$ cat config.mk
export PLATFORM = sky130hd
export DESIGN_NAME = i2c_target_regs
export DESIGN_NICKNAME = d
export VERILOG_FILES = /design/src/rtl/i2c_pkg.sv /design/src/rtl/i2c_sync_edge.sv /design/src/rtl/i2c_target_regs.sv
export SDC_FILE = /design/constraint.sdc
export NUM_CORES = 1
export LEC_CHECK = 0
export BUFFER_PORTS_ARGS = -buffer_cell sky130_fd_sc_hd__clkbuf_2
export CORE_MARGIN = 10
export CORE_UTILIZATION = 57
export CTS_CLUSTER_DIAMETER = 150
export DETAILED_ROUTE_END_ITERATION = 7
export PLACE_DENSITY = 0.89
export SLEW_MARGIN = 20
export SYNTH_ARGS = -nofsm -noshare
export SYNTH_HDL_FRONTEND = slang
export SYNTH_HIERARCHICAL = 1
export SYNTH_SLANG_ARGS = --single-unit
$ cat constraint.sdc
create_clock -name clk -period 2.3 [get_ports clk]
set_input_delay 0.23 -clock clk [delete_from_list [all_inputs] [get_ports clk]]
set_output_delay 0.23 -clock clk [all_outputs]
set_load 0.01 [all_outputs]
$ cat src/rtl/i2c_pkg.sv
// Shared types for the I2C register target: FSM state encoding and bus ACK levels.
// No latency or backpressure of its own.
package i2c_pkg;

  typedef enum logic [3:0] {
    IDLE,
    ADDR,
    ADDR_ACK,
    PTR,
    PTR_ACK,
    WR_DATA,
    WR_ACK,
    RD_DATA,
    RD_ACK
  } i2c_tgt_state_t;

  localparam logic I2C_ACK  = 1'b0;
  localparam logic I2C_NACK = 1'b1;

endpackage

$ cat src/rtl/i2c_sync_edge.sv
// One I2C line: 2-flop synchronizer, optional 3-sample filter (I2C_TARGET_GLITCH_FILTER_EN, +3 clk), edge flags.
// Level latency 2 clk (5 with filter); no backpressure.
module i2c_sync_edge (
  input  logic clk,
  input  logic aresetn,
  input  logic din,
  output logic lvl,
  output logic rise,
  output logic fall
);

  logic [1:0] sync_q;
  logic       lvl_q;

  always_ff @(posedge clk or negedge aresetn) begin
    if (!aresetn) sync_q <= 2'b11;
    else          sync_q <= {sync_q[0], din};
  end

`ifdef I2C_TARGET_GLITCH_FILTER_EN
  logic [1:0] hist_q;
  logic       filt_q;

  // Level moves only once the newest sample and the two before it agree.
  always_ff @(posedge clk or negedge aresetn) begin
    if (!aresetn) begin
      hist_q <= 2'b11;
      filt_q <= 1'b1;
    end else begin
      hist_q <= {hist_q[0], sync_q[1]};
      if (&{hist_q, sync_q[1]})       filt_q <= 1'b1;
      else if (~|{hist_q, sync_q[1]}) filt_q <= 1'b0;
    end
  end

  assign lvl = filt_q;
`else
  assign lvl = sync_q[1];
`endif

  always_ff @(posedge clk or negedge aresetn) begin
    if (!aresetn) lvl_q <= 1'b1;
    else          lvl_q <= lvl;
  end

  assign rise = lvl & ~lvl_q;
  assign fall = ~lvl & lvl_q;

endmodule

$ cat src/rtl/i2c_target_regs.sv
// I2C target driving an 8-bit register pointer/strobe port; I2C_TARGET_GLITCH_FILTER_EN adds a line filter.
// Bus events act ~3 clk after the pins (+3 filtered); no backpressure, SCL never stretched, reg_rdata due 1 clk after reg_re.
module i2c_target_regs
  import i2c_pkg::*;
#(
  parameter logic [6:0] I2C_ADDR = 7'h20
) (
  input  logic       clk,
  input  logic       aresetn,
  input  logic       I2C_SCL_i,
  input  logic       I2C_SDA_i,
  output logic       I2C_SCL_o,
  output logic       I2C_SCL_t,
  output logic       I2C_SDA_o,
  output logic       I2C_SDA_t,
  output logic [7:0] reg_addr,
  output logic [7:0] reg_wdata,
  output logic       reg_we,
  output logic       reg_re,
  input  logic [7:0] reg_rdata,
  output logic       busy
);

  logic scl_lvl, scl_rise, scl_fall;
  logic sda_lvl, sda_rise, sda_fall;

  i2c_sync_edge u_scl (.clk(clk), .aresetn(aresetn), .din(I2C_SCL_i),
                       .lvl(scl_lvl), .rise(scl_rise), .fall(scl_fall));
  i2c_sync_edge u_sda (.clk(clk), .aresetn(aresetn), .din(I2C_SDA_i),
                       .lvl(sda_lvl), .rise(sda_rise), .fall(sda_fall));

  i2c_tgt_state_t state_q, state_d;
  logic [3:0] bit_cnt;
  logic [7:0] shreg;
  logic       ack_q, rd_load, sda_t_q;
  logic       sda_t_d, we_d, re_d, ptr_load, ptr_inc, wdata_load;
  logic       start_det, stop_det, byte_done, addr_match, rx_state;

  assign start_det  = scl_lvl & sda_fall;
  assign stop_det   = scl_lvl & sda_rise;
  assign byte_done  = (bit_cnt == 4'd8);
  assign addr_match = (shreg[7:1] == I2C_ADDR);
  assign rx_state   = (state_q == ADDR) || (state_q == PTR) || (state_q == WR_DATA);

  assign I2C_SCL_o = 1'b0;
  assign I2C_SCL_t = 1'b1;
  assign I2C_SDA_o = 1'b0;
  assign I2C_SDA_t = sda_t_q;

  always_ff @(posedge clk or negedge aresetn) begin
    if (!aresetn) state_q <= IDLE;
    else          state_q <= state_d;
  end

  always_comb begin
    state_d = state_q;
    if (stop_det) begin
      state_d = IDLE;
    end else if (start_det) begin
      state_d = ADDR;
    end else if (scl_fall) begin
      case (state_q)
        ADDR:     if (byte_done) state_d = addr_match ? ADDR_ACK : IDLE;
        ADDR_ACK: state_d = shreg[0] ? RD_DATA : PTR;
        PTR:      if (byte_done) state_d = PTR_ACK;
        PTR_ACK:  state_d = WR_DATA;
        WR_DATA:  if (byte_done) state_d = WR_ACK;
        WR_ACK:   state_d = WR_DATA;
        RD_DATA:  if (byte_done) state_d = RD_ACK;
        RD_ACK:   state_d = (ack_q == I2C_NACK) ? IDLE : RD_DATA;
        default:  state_d = state_q;
      endcase
    end
  end

  always_comb begin
    sda_t_d    = sda_t_q;
    we_d       = 1'b0;
    re_d       = 1'b0;
    ptr_load   = 1'b0;
    ptr_inc    = 1'b0;
    wdata_load = 1'b0;
    if (start_det || stop_det) begin
      sda_t_d = 1'b1;
    end else if (rd_load && state_q == RD_DATA) begin
      // The first bit of a fetched byte can only go out once reg_rdata lands.
      sda_t_d = reg_rdata[7];
    end else if (scl_fall) begin
      case (state_q)
        ADDR:     if (byte_done && addr_match) sda_t_d = I2C_ACK;
        ADDR_ACK: if (shreg[0]) re_d = 1'b1;
                  else          sda_t_d = 1'b1;
        PTR:      if (byte_done) begin
                    sda_t_d  = I2C_ACK;
                    ptr_load = 1'b1;
                  end
        PTR_ACK:  sda_t_d = 1'b1;
        WR_DATA:  if (byte_done) begin
                    sda_t_d    = I2C_ACK;
                    wdata_load = 1'b1;
                  end
        WR_ACK:   sda_t_d = 1'b1;
        RD_DATA:  sda_t_d = byte_done ? 1'b1 : shreg[6];
        RD_ACK:   if (ack_q == I2C_ACK) begin
                    re_d    = 1'b1;
                    ptr_inc = 1'b1;
                  end
        default:  sda_t_d = 1'b1;
      endcase
    end else if (scl_rise && state_q == WR_ACK) begin
      we_d = 1'b1;
    end
  end

  always_ff @(posedge clk or negedge aresetn) begin
    if (!aresetn) begin
      sda_t_q   <= 1'b1;
      bit_cnt   <= '0;
      shreg     <= '0;
      ack_q     <= I2C_NACK;
      rd_load   <= 1'b0;
      reg_addr  <= '0;
      reg_wdata <= '0;
      reg_we    <= 1'b0;
      reg_re    <= 1'b0;
      busy      <= 1'b0;
    end else begin
      sda_t_q <= sda_t_d;
      reg_we  <= we_d;
      reg_re  <= re_d;
      rd_load <= reg_re;
      if (start_det || stop_det || (scl_fall && byte_done)) bit_cnt <= '0;
      else if (scl_rise && (rx_state || state_q == RD_DATA)) bit_cnt <= bit_cnt + 4'd1;
      if (rd_load)                               shreg <= reg_rdata;
      else if (scl_rise && rx_state)             shreg <= {shreg[6:0], sda_lvl};
      else if (scl_fall && state_q == RD_DATA)   shreg <= {shreg[6:0], 1'b0};
      if (scl_rise && state_q == RD_ACK) ack_q <= sda_lvl;
      // Writes bump the pointer the cycle after their strobe; reads bump it before the next reg_re.
      if (ptr_load)               reg_addr <= shreg;
      else if (reg_we || ptr_inc) reg_addr <= reg_addr + 8'd1;
      if (wdata_load) reg_wdata <= shreg;
      if (stop_det) busy <= 1'b0;
      else if (scl_fall && state_q == ADDR && byte_done) busy <= addr_match;
    end
  end

endmodule
==> impl_summary.log <==
[metrics] run status: complete, but fails checks
[metrics] violated checks: hold timing
[metrics] detailed-route vias per instance: 6.16
[metrics] endpoint required time on the critical path: 2.52 ns
[metrics] total number of clock tree sinks: 44
[metrics] TritonCTS Buffers: 5
[metrics] share of the synthesized area in the top cell type: 37.9%
[metrics] largest family of logic cells by synthesized area: simple AND/OR/NAND/NOR gates
[metrics] fin crit share: 93.2%
[metrics] root cell of the clock tree: sky130_fd_sc_hd__clkbuf_8
[metrics] drt first pass iters: 5
[metrics] antenna viol nets, final: 0
[metrics] Initial Util: between 50 and 60%
[metrics] ant diodes: 0
[metrics] number of max-slew violations in the final report: 0
[metrics] top achievable clock speed: 466 MHz
[metrics] sum of net half-perimeters after detailed placement: 3930 um
[metrics] I/O pin count: 35
[metrics] wire length per cell after detailed routing: 17.4 um
[metrics] worst hold-check slack: -0.00128 ns
[metrics] via count of the first global-routing pass: 2008
[metrics] basic-gate share of the synthesized area counting and, or, nand and nor cells: between 20% and 30%
[metrics] count of different cell masters after synthesis: 52
[metrics] proportion of synthesized area in mux cells: 11.1%
[metrics] share of cells above drive strength 1: 25.5%
[metrics] Critical Path Source: u_sda/sync_q[1]
[metrics] count of standard-cell rows: 23
[metrics] number of hold-slack violations in the final timing report: 1
[metrics] part of the Yosys area used for sequential elements: 46.7%
[metrics] pwr dens: 665 mW/mm2
[metrics] post-placement worst setup slack: roughly 0.14 ns
[metrics] Post-synth top flop: sky130_fd_sc_hd__dfrtp_1
[metrics] total routing usage reported by global routing: 15.8%
[metrics] Die Area: approximately 0.007 mm2
[metrics] placeable core region: between 0.004 and 0.005 mm2
[metrics] number of warnings issued by yosys: 6
[metrics] largest net degree at the start of global routing: 45
[metrics] multi-input combinational cell area: between 0.001 and 0.0015 mm2
[metrics] area taken by flip-flops and latches: 0.00111 mm2
[metrics] clock latency at the later pin of the worst-skew pair: 0.29 ns
[metrics] synthesized instance count: 240
[metrics] layout net count: 288
[metrics] worst supply voltage drop on vdd: 0.000548 V
[metrics] count of buffers from port buffering: 31
[metrics] commonest cells after routing, fill and taps aside: 36 x sky130_fd_sc_hd__dfrtp_1, 31 x sky130_fd_sc_hd__clkbuf_2, 29 x sky130_fd_sc_hd__nand2_1
[metrics] total of endpoints with negative setup slack in the final report: 0
[metrics] Async S/R FF share, synth: 100%
[metrics] Reg clk slew, reported paths: 0.08 ns
[metrics] post-synthesis register bit count: 44
[metrics] number of synthesized flops with an enable pin: 0
[metrics] post-route cell area: about 0.0027 mm2
[metrics] signed area change from the synthesized netlist to the final layout: 13.4%
[metrics] critical path start-end classification: reg2reg
[metrics] depth of the CTS H-tree: 2
[metrics] commonest non-fill, non-tap cell in the layout: sky130_fd_sc_hd__dfrtp_1
[metrics] post-route minimum period: 2.14 ns
[metrics] Yosys top cell by area: sky130_fd_sc_hd__dfrtp_1
[metrics] Filler Cell Count: approximately 290
[metrics] DRC marker count from the first detailed-route iteration: 318
[metrics] crit-path max FO: 8
[metrics] smallest setup slack after layout: roughly 0.16 ns
[metrics] leftover overflow at the end of global routing: 0
[metrics] final core utilization: around two thirds
[metrics] hold_buf cts: 0
[metrics] RSZ-0062 raised after global routing: false
[metrics] post-synthesis instance area: 0.00238 mm2
[metrics] compound-cell area share of the yosys netlist: about 14%
[metrics] endpoint type of the worst setup path: register
[metrics] sum of negative setup slack: 0 ns
[metrics] R2R Path Start: u_sda/sync_q[1]
[metrics] TritonCTS clock tree: yes
[metrics] number of violations of the max-capacitance limit: 0
[metrics] area after detailed placement: 0.00258 mm2
[metrics] Final GP Congestion: 0.906
[metrics] die outline width: 84.6 um
[metrics] critical path arrival: approximately 2.4 ns
[metrics] Worst Hold Class: in2async
[metrics] Startpoint Class: register
[metrics] pin slew with the least headroom to its limit: 0.550 ns
[metrics] die extent in y: 84.6 um
[metrics] via count: between 1500 and 2000
[metrics] mean instance size in the synthesized netlist: 9.91 um2
[metrics] clk_skew: 0.00347 ns
[metrics] global-route wire length before repair: approximately 9600 um
[metrics] Post-Route WL: 5640 um
[metrics] top cells by area, synth: sky130_fd_sc_hd__dfrtp_1 38%, sky130_fd_sc_hd__dfstp_2 8.8%, sky130_fd_sc_hd__mux2i_1 5.9%
[metrics] post-synthesis adder-cell area fraction: 1.58%
[metrics] initial antenna violation count: 0
[metrics] number of remaining DRC errors: 0
[metrics] maximum root-to-sink buffer count: 2
[metrics] area share of xor/xnor cells in the synthesized design: 2.21%
[metrics] Leakage: approximately 0.0013 uW
[metrics] max-slew headroom at the worst pin: 63.3%
[metrics by stage]
step	power [uW]	hold WS [ns]	instances
final	1790	-0.00128	324
after global routing	1890	0.00219	324
after CTS	1800	0.00537	324
after detailed placement	1220	0.319	316
after global placement	1200	0.318	316
after floorplan	1120	-0.0656	241
[cells in the mapped netlist (7+ instances only)]
library cell / count
sky130_fd_sc_hd__nor3_1: 7
sky130_fd_sc_hd__mux2_2: 10
sky130_fd_sc_hd__mux2i_1: 14
sky130_fd_sc_hd__nand2_1: 29
sky130_fd_sc_hd__nand3_1: 11
sky130_fd_sc_hd__o21ai_0: 10
sky130_fd_sc_hd__nor2_1: 11
sky130_fd_sc_hd__dfrtp_1: 36
sky130_fd_sc_hd__a21oi_1: 12
sky130_fd_sc_hd__nor2b_1: 7
sky130_fd_sc_hd__dfstp_2: 8
[area by class of cell]
type	instances	area share [%]
sequential	44	41.2
clock buffer	6	2.69
multi-input combinational	181	44.5
tap	50	2.32
timing repair buffer	37	7.42
clock inverter	2	1.30
inverter	4	0.557
[power breakdown]
part           internal, uW  switching [uW]
logic                   107             137
clock network           322             255
registers               854             118
total                  1280             511
[per-layer routing]
layer / part of all wire (%) / global-route usage, %
met1: 43 / 20.1
met2: 48 / 25.5
met3: 7.1 / 4.06
met4: 1.5 / 4.79
met5: 0 / 0
[registers in the layout (all words and copies together) (netlist names)]
name          flops
reg_addr          8
reg_wdata         8
shreg             8
bit_cnt           4
state_q           4
u_scl/sync_q      2
u_sda/sync_q      2
I2C_SDA_t         1
ack_q             1
busy              1
rd_load           1
reg_re            1
reg_we            1
u_scl/lvl_q       1
u_sda/lvl_q       1
[critical path, stage by stage (launching register included)]
cell and delay, ns:
sky130_fd_sc_hd__dfstp_2 0.57, sky130_fd_sc_hd__and2b_2 0.23, sky130_fd_sc_hd__o21a_1 0.31, sky130_fd_sc_hd__a211oi_4 0.37, sky130_fd_sc_hd__a32oi_1 0.11, sky130_fd_sc_hd__or3_1 0.32
sky130_fd_sc_hd__a31oi_1 0.16
[path summary, 6_finish.rpt]
check	slack (ns)	endpoint	depth (start not counted)
max	0.16	reg_addr[5]	6
min	-0.001	shreg[3]	2
max reg2reg	0.16	reg_addr[5]	6
min reg2reg	0.36	u_sda/sync_q[1]	0
max in group asynchronous	1.92	u_scl/lvl_q	2
min in group clk	0.01	u_sda/sync_q[0]	1
[repair_timing]
action                     CTS  global route
setup endpoints to repair    0             2
resized for setup            0             1
setup buffers                0             0
[logic make-up after synthesis]
group,count (synthesis)
multiplexers,25
flip-flops,44
XOR/XNOR,6
AND/OR/NAND/NOR,92
buffers and inverters,16
AO/OA/AOI/OAI,52
adder cells (fa/ha/maj),3
other,2
Power figures use the tool's default switching activity.
